[src/rtl/cla_pkg.sv]
// cla_pkg: shared constants, propagate/generate pair type and combine operator
// for the pipelined carry-lookahead unit.
package cla_pkg;

    localparam int GRP_W      = 4;
    localparam int BLK_W      = 16;
    localparam int PIPE_DEPTH = 3;

    typedef struct packed {
        logic p;
        logic g;
    } pg_t;

    // Prefix operator: hi spans the more significant bits, lo the less significant.
    function automatic pg_t pg_combine(pg_t hi, pg_t lo);
        pg_combine.p = hi.p & lo.p;
        pg_combine.g = hi.g | (hi.p & lo.g);
    endfunction

endpackage

[src/rtl/cla_lookahead4.sv]
// cla_lookahead4: four-wide lookahead cell producing internal carries and the
// combined group propagate/generate; used for bits within a group and for groups within a block.
module cla_lookahead4
    import cla_pkg::*;
(
    input  pg_t  [3:0] pg,
    input  logic       ci,
    output logic [3:1] c,
    output pg_t        grp
);

    assign c[1] = pg[0].g | (pg[0].p & ci);
    assign c[2] = pg[1].g | (pg[1].p & pg[0].g) | (pg[1].p & pg[0].p & ci);
    assign c[3] = pg[2].g | (pg[2].p & pg[1].g) | (pg[2].p & pg[1].p & pg[0].g)
                | (pg[2].p & pg[1].p & pg[0].p & ci);
    assign grp  = pg_combine(pg_combine(pg[3], pg[2]), pg_combine(pg[1], pg[0]));

endmodule

[src/rtl/cla_carry_pipe.sv]
// cla_carry_pipe: three-stage carry-lookahead tree (groups, blocks, bit carries) with
// valid/ready at both ends. Define CLA_OVERFLOW_EN to add the registered V output.
module cla_carry_pipe
    import cla_pkg::*;
#(
    parameter int WIDTH = 64
) (
    input  logic             CLK,
    input  logic             RST,
    input  logic             IN_VALID,
    output logic             IN_READY,
    input  logic [WIDTH-1:0] P,
    input  logic [WIDTH-1:0] G,
    input  logic             CIN,
    output logic             OUT_VALID,
    input  logic             OUT_READY,
    output logic [WIDTH-1:0] C,
    output logic             COUT,
    output logic             GP,
`ifdef CLA_OVERFLOW_EN
    output logic             GG,
    output logic             V
`else
    output logic             GG
`endif
);

    localparam int NG  = WIDTH / GRP_W;
    localparam int NB  = WIDTH / BLK_W;
    localparam int GPB = BLK_W / GRP_W;

    logic [PIPE_DEPTH-1:0] vld;
    logic [PIPE_DEPTH-1:0] ld;

    pg_t  [WIDTH-1:0] bit_in;
    pg_t  [NG-1:0]    grp_nx;
    pg_t  [WIDTH-1:0] bits1;
    pg_t  [NG-1:0]    grp1;
    logic             cin1;

    pg_t  [NB-1:0]    blk_nx;
    logic [NB-1:0]    bc_nx;
    pg_t  [WIDTH-1:0] bits2;
    pg_t  [NG-1:0]    grp2;
    pg_t  [NB-1:0]    blk2;
    logic [NB-1:0]    bc2;

    logic [NB-1:0][3:1] blk_c;
    pg_t  [NB-1:0]      blk_unused;
    logic [NG-1:0]      gc;
    logic [NG-1:0][3:1] grp_c;
    pg_t  [NG-1:0]      grp_unused;
    logic [WIDTH-1:0]   c_nx;
    pg_t                word;
    logic               cout_nx;

    logic [WIDTH-1:0] c3;
    logic             cout3;
    logic             gp3;
    logic             gg3;

    // Each stage advances when empty or when the stage after it advances.
    assign ld[2]     = !vld[2] || OUT_READY;
    assign ld[1]     = !vld[1] || ld[2];
    assign ld[0]     = !vld[0] || ld[1];
    assign IN_READY  = ld[0];
    assign OUT_VALID = vld[2];

    always_comb begin
        for (int i = 0; i < WIDTH; i++) bit_in[i] = '{p: P[i], g: G[i]};
        for (int k = 0; k < NG; k++)
            grp_nx[k] = pg_combine(pg_combine(bit_in[GRP_W*k+3], bit_in[GRP_W*k+2]),
                                   pg_combine(bit_in[GRP_W*k+1], bit_in[GRP_W*k]));
    end

    always_comb begin
        for (int j = 0; j < NB; j++)
            blk_nx[j] = pg_combine(pg_combine(grp1[GPB*j+3], grp1[GPB*j+2]),
                                   pg_combine(grp1[GPB*j+1], grp1[GPB*j]));
        bc_nx[0] = cin1;
        for (int j = 1; j < NB; j++) bc_nx[j] = blk_nx[j-1].g | (blk_nx[j-1].p & bc_nx[j-1]);
    end

    genvar j, k;
    generate
        for (j = 0; j < NB; j++) begin : g_blk
            cla_lookahead4 u_blk (
                .pg  (grp2[GPB*j +: GPB]),
                .ci  (bc2[j]),
                .c   (blk_c[j]),
                .grp (blk_unused[j])
            );
            assign gc[GPB*j +: GPB] = {blk_c[j], bc2[j]};
        end
        for (k = 0; k < NG; k++) begin : g_grp
            cla_lookahead4 u_grp (
                .pg  (bits2[GRP_W*k +: GRP_W]),
                .ci  (gc[k]),
                .c   (grp_c[k]),
                .grp (grp_unused[k])
            );
            assign c_nx[GRP_W*k +: GRP_W] = {grp_c[k], gc[k]};
        end
    endgenerate

    // Whole-word p/g: its generate term is the carry out with a zero carry-in.
    always_comb begin
        word = blk2[0];
        for (int b = 1; b < NB; b++) word = pg_combine(blk2[b], word);
        cout_nx = blk2[NB-1].g | (blk2[NB-1].p & bc2[NB-1]);
    end

`ifdef CLA_OVERFLOW_EN
    logic v3;
    assign V = v3;
    always_ff @(posedge CLK or posedge RST)
        if (RST) v3 <= 1'b0;
        else if (ld[2] && vld[1]) v3 <= c_nx[WIDTH-1] ^ cout_nx;
`endif

    always_ff @(posedge CLK or posedge RST) begin
        if (RST) begin
            vld   <= '0;
            bits1 <= '0;
            grp1  <= '0;
            cin1  <= 1'b0;
            bits2 <= '0;
            grp2  <= '0;
            blk2  <= '0;
            bc2   <= '0;
            c3    <= '0;
            cout3 <= 1'b0;
            gp3   <= 1'b0;
            gg3   <= 1'b0;
        end else begin
            if (ld[0]) vld[0] <= IN_VALID;
            if (ld[1]) vld[1] <= vld[0];
            if (ld[2]) vld[2] <= vld[1];
            if (ld[0] && IN_VALID) begin
                bits1 <= bit_in;
                grp1  <= grp_nx;
                cin1  <= CIN;
            end
            if (ld[1] && vld[0]) begin
                bits2 <= bits1;
                grp2  <= grp1;
                blk2  <= blk_nx;
                bc2   <= bc_nx;
            end
            if (ld[2] && vld[1]) begin
                c3    <= c_nx;
                cout3 <= cout_nx;
                gp3   <= word.p;
                gg3   <= word.g;
            end
        end
    end

    assign C    = c3;
    assign COUT = cout3;
    assign GP   = gp3;
    assign GG   = gg3;

endmodule

[config.mk]
export PLATFORM = sky130hd
export DESIGN_NAME = cla_carry_pipe
export DESIGN_NICKNAME = d
export VERILOG_FILES = /design/src/rtl/cla_pkg.sv /design/src/rtl/cla_lookahead4.sv /design/src/rtl/cla_carry_pipe.sv
export SDC_FILE = /design/constraint.sdc
export NUM_CORES = 1
export LEC_CHECK = 0
export ABC_AREA = 1
export BUFFER_PORTS_ARGS = -buffer_cell sky130_fd_sc_hd__buf_2
export CORE_ASPECT_RATIO = 0.6
export CORE_MARGIN = 3
export CORE_UTILIZATION = 50
export CTS_CLUSTER_DIAMETER = 40
export DETAILED_ROUTE_END_ITERATION = 16
export PLACE_DENSITY = 0.79
export SYNTH_ARGS = -nofsm -noshare
export SYNTH_HDL_FRONTEND = slang
export SYNTH_SLANG_ARGS = --single-unit
[constraint.sdc]
create_clock -name CLK -period 11 [get_ports CLK]
set_clock_uncertainty 0.15 [all_clocks]
set_input_delay 1.1 -clock CLK [delete_from_list [all_inputs] [get_ports CLK]]
set_output_delay 1.1 -clock CLK [all_outputs]
set_load 0.005 [all_outputs]
==> out/qor.csv, run 1 <==
metric,value,unit
cp.required,11.21,ns
synth_seq_area_share,0.610,
wl_per_cell,15.2,microns
drive_above_1_share,0.155,
antenna_cells,0,
period_share,0.277,
grt_pass1_wl,53.5,mm
antenna_found_initial,1,
placed_cell_area,14800,sq um
rsz0062_at_grt,no,
row_count,46,
finalPower,3890,uW
hpwl,20.7,mm
cts_made_buffers,36,
fin_ws,7.95,ns
tns,0,ns
layout_common_cells,"nand2_1 (619), dfrtp_1 (331), buf_2 (201)",
yosys-top-cells-area,"dfrtp_1 (61%), nand2_1 (17%), o21ai_0 (5.9%)",
pin_count,202,
synth_area_leader_cell,dfrtp_1,
cp_data_arrival_time,3.26,ns
postSynth.asyncResetShare,1.00,
cts_tree,built,
synth-seq-cells,331,
fin_nets,1891,
place_congestion,0.838,
tightest_slew,1.07,ns
maxCapViolCount,0,
timing_hold_violations_final,0,
place_ws,7.43,ns
grt_overflow,0,
fmaxAchievable,328,MHz
root_buffer,clkbuf_16,
area_delta_synth_final,17.8,%
slew_viol_final,0,
grt_pass1_vias,10700,
synth_top_area_frac,0.610,
pwr-share-comb,0.228,
die_width,219,microns
vias,11000,
synth_edf_count,0,
clkTransAtPathRegs,0.06,ns
critPathMaxFanout,113,
drcViolationCount,0,
wl,32.5,mm
peakVddDrop,0.115,mV
min_period,3.05,ns
firstDrtPassIters,7,
pwr-share-seq,0.458,
yosysWarnings,0,
crit_path_start_kind,input pin,
drt_iter0_drc,1015,
clockPowerShare,0.315,
setup_violations,0,
p_int,2620,uW
htree_levels,2,
cts_resized,0,
hold_class,reg2reg,
yosys.cell_types.count,22,
power-per-cell-area,243,nW/um^2
die_h,134,microns
swShare,0.327,
syn_area_per_cell,8.60,sq um
cts_hold_buffers,0,
synthCells,1579,
cts.sinks,331,
max_slew_margin,0.286,
grt_max_degree,186,
p_switching,1270,uW
portBuffers,201,
leakage,0.00834,uW
path_class,in2reg,
clk-insertion-delay-late,0.51,ns
synth_nets,1712,
die-area,29200,sq um
synth_area,13600,sq um
viasPerCell,5.12,
clockBufferDepth,3,
grtUsageTotal,0.225,
layout_commonest_cell,nand2_1,
post_cts_buffers,0,
core,26600,sq um
antenna_left,0,
end_kind,flip-flop,
synth_flop_cell,dfrtp_1,
stdcell_area,16000,sq um
outcome,finished clean,
initial_core_util,0.511,
[power groups by stage]
stage          Clock, uW  Sequential [uW]  Combinational [uW]
2_1_floorplan          0             1750                 568
3_3_place_gp           0             1780                 851
3_5_place_dp           0             1790                 886
4_1_cts             1240             1780                 895
5_1_grt             1300             1820                1020
6_report            1220             1780                 884
[flip-flops by register name (all words and copies together) (netlist names), 3 cells and up]
name	cells
vld	3
bits1	96
bc2	4
C	64
blk2	8
grp2	24
bits2	96
grp1	32
[final cells by class]
type	count	area [sq um]
Sequential cell	331	8280
Fill cell	2322	10600
Clock inverter	13	144
Tap cell	360	450
Clock buffer	51	1070
Inverter	142	546
Multi-Input combinational cell	1038	4430
Timing Repair Buffer	209	1080
[layer usage]
metal | vias up | share of wire | GRT usage
met2 | 350 | 0.43 | 0.339
li1 | 5362 | - | -
met5 | - | 0.00022 | 0
met3 | 54 | 0.066 | 0.0385
met4 | 2 | 0.020 | 0.0572
met1 | 5219 | 0.48 | 0.340
[cells in the mapped netlist, types with 4 or more instances]
master    number
nand2_1      621
inv_1        139
a31oi_1       17
nor2_1        44
nand3_1       27
clkbuf_1      17
o21ai_0      159
o21ai_1       80
buf_2         46
o21a_1         4
dfrtp_1      331
a21oi_1       74
a21o_1         4
[critical path, cell delays in order]
cell     delay [ns]
buf_2          0.10
inv_1          0.08
nand3_1        0.13
nand2_4        0.10
buf_4          0.74
buf_4          0.72
o21ai_0        0.21
[worst paths after layout]
kind                           start   endpoint  slack, ns  cells past startpoint
hold reg to reg            bits1[26]  bits2[26]       0.32                      2
min in group asynchronous        RST      C[11]       0.63                      2
setup / recovery           OUT_READY  bits2[33]       7.95                      7
setup reg to reg              vld[2]  bits2[33]       8.30                      5
hold / removal             bits1[26]  bits2[26]       0.32                      2
max in group asynchronous        RST    blk2[3]       8.49                      3
[metrics by stage]
step	util	hold WS (ns)	std cells
finish	0.602	0.321	2144
detailed placement	0.556	0.305	2080
global route	0.602	0.340	2144
global placement	0.556	0.298	2080
floorplan	-	0.292	1579
CTS	0.602	0.321	2144
[kinds of logic (layout without fill, tap and decap cells)]
group / count (synthesis) / after routing / synth area share
compound gates: 341 / 341 / 0.129
buf+inv: 210 / 415 / 0.0645
flops: 331 / 331 / 0.610
simple gates: 697 / 697 / 0.196
(Power assumes the default switching activity.)
==> inputs of run 2 (changes only) <==
--- a/config.mk
+++ b/config.mk
@@ -12,7 +12,7 @@
 export CORE_UTILIZATION = 50
 export CTS_CLUSTER_DIAMETER = 40
 export DETAILED_ROUTE_END_ITERATION = 16
-export PLACE_DENSITY = 0.79
+export PLACE_DENSITY = 0.76
 export SYNTH_ARGS = -nofsm -noshare
 export SYNTH_HDL_FRONTEND = slang
 export SYNTH_SLANG_ARGS = --single-unit
==> constraint.sdc (replaced) <==
create_clock -name CLK -period 3 [get_ports CLK]
set_clock_uncertainty 0.15 [all_clocks]
set_input_delay 0.3 -clock CLK [delete_from_list [all_inputs] [get_ports CLK]]
set_output_delay 0.3 -clock CLK [all_outputs]
set_load 0.005 [all_outputs]
==> out/qor.csv, run 2 (synthesis gave the netlist of run 1 again) <==
metric,value,unit
grt_pass1_wl,57.2,mm
pwr-share-seq,0.452,
wl_per_cell,15.4,microns
r2r.worst_path.cells,7,
setup_violations,0,
outcome,finished clean,
grtUsageTotal,0.243,
cts_tree,built,
path_class,in2reg,
fillerInstances,2114,
row_count,46,
peakVddDrop,0.462,mV
die-area,29200,sq um
htree_levels,2,
clockPowerShare,0.312,
fmaxAchievable,410,MHz
vias,11600,
drt_iter0_drc,1077,
area_delta_synth_final,28.2,%
root_buffer,clkbuf_16,
portBuffers,201,
cp_data_arrival_time,2.74,ns
clk-insertion-delay-late,0.52,ns
initial_core_util,0.511,
rsz0062_at_grt,no,
max_slew_margin,0.380,
cp.required,3.30,ns
slew_viol_final,0,
place_congestion,0.838,
instances_no_fill,2277,
grt_max_degree,194,
wl,35.0,mm
multi_input_area,4430,sq um
critPathMaxFanout,69,
post_cts_buffers,0,
maxCapViolCount,0,
antenna_left,0,
hpwl,21.5,mm
crit_path_start_kind,input pin,
leakage,0.00893,uW
period_share,0.813,
p_int,9770,uW
power-per-cell-area,834,nW/um^2
final_core_util,0.654,
cts_made_buffers,35,
min_period,2.44,ns
swShare,0.327,
dp_cells,2089,
antenna_found_initial,1,
layout_commonest_cell,nand2_1,
drive_above_1_share,0.148,
whs,0.0234,ns
grt_pass1_vias,11400,
p_switching,4740,uW
drcViolationCount,0,
pwr-share-comb,0.237,
reg2reg_slack,0.67,ns
tightest_slew,0.930,ns
clkTransAtPathRegs,0.06,ns
grt_overflow,0,
die_width,219,microns
seqCellArea,8280,sq um
core,26600,sq um
die_h,134,microns
clockBufferDepth,3,
cts.sinks,331,
firstDrtPassIters,8,
layout_common_cells,"nand2_1 (619), dfrtp_1 (331), buf_2 (201)",
min_path_cells,5,
end_kind,flip-flop,
viasPerCell,5.10,
timing_hold_violations_final,0,
pin_count,202,
hold_class,in2reg,
fin_nets,2025,
tns,0,ns
-- run 2: layer usage --
| layer | GRT usage | wire length [microns] |
|---|---|---|
| met1 | 0.360 | 16500 |
| met2 | 0.378 | 15900 |
| met3 | 0.0451 | 2140 |
| met4 | 0.0572 | 555 |
| met5 | 0 | 0 |
-- run 2: area by class of cell --
class | count | share of cell area
multi-input cells | 1038 | 0.255
flip-flops and latches | 331 | 0.476
clock buffers | 47 | 0.0594
diodes | 1 | 0.000144
well taps | 360 | 0.0259
inverters | 142 | 0.0311
repair buffers | 344 | 0.143
clock inverters | 14 | 0.0103
-- run 2: power by group through the flow --
stage	Clock, uW	Sequential (uW)	Combinational [uW]
after CTS	4610	6540	3450
after floorplan	0	6430	2080
after global routing	4790	6700	3940
after detailed placement	0	6590	3300
final	4530	6550	3430
after global placement	0	6570	3180
-- run 2: worst max-delay path, stage by stage --
cell,delay (ns)
dlygate4sd3_1,0.55
buf_2,0.13
inv_1,0.10
nand4_2,0.12
nand2_2,0.14
buf_4,0.63
nand2_1,0.09
o21ai_1,0.10
dlygate4sd3_1,0.56
-- run 2: worst paths after layout --
kind                           start         to
max                        OUT_READY    grp1[5]
min                             G[3]    grp1[0]
max reg2reg                   vld[0]    grp1[5]
min reg2reg                bits1[92]  bits2[92]
max in group asynchronous        RST   bits1[8]
min in group asynchronous        RST  bits2[27]
-- run 2: through the flow --
stage	power [uW]	cell area [sq um]	setup WS, ns
final	14500	17400	0.561
after global routing	15400	17400	0.479
after CTS	14600	17400	0.637
after detailed placement	9890	14900	1.05
after global placement	9750	14900	1.13
after floorplan	8520	13600	-1.87
-- run 2: timing repair --
item	CTS	global route
endpoints found under the hold margin	142	0
hold buffers	126	0
resized for setup	0	0
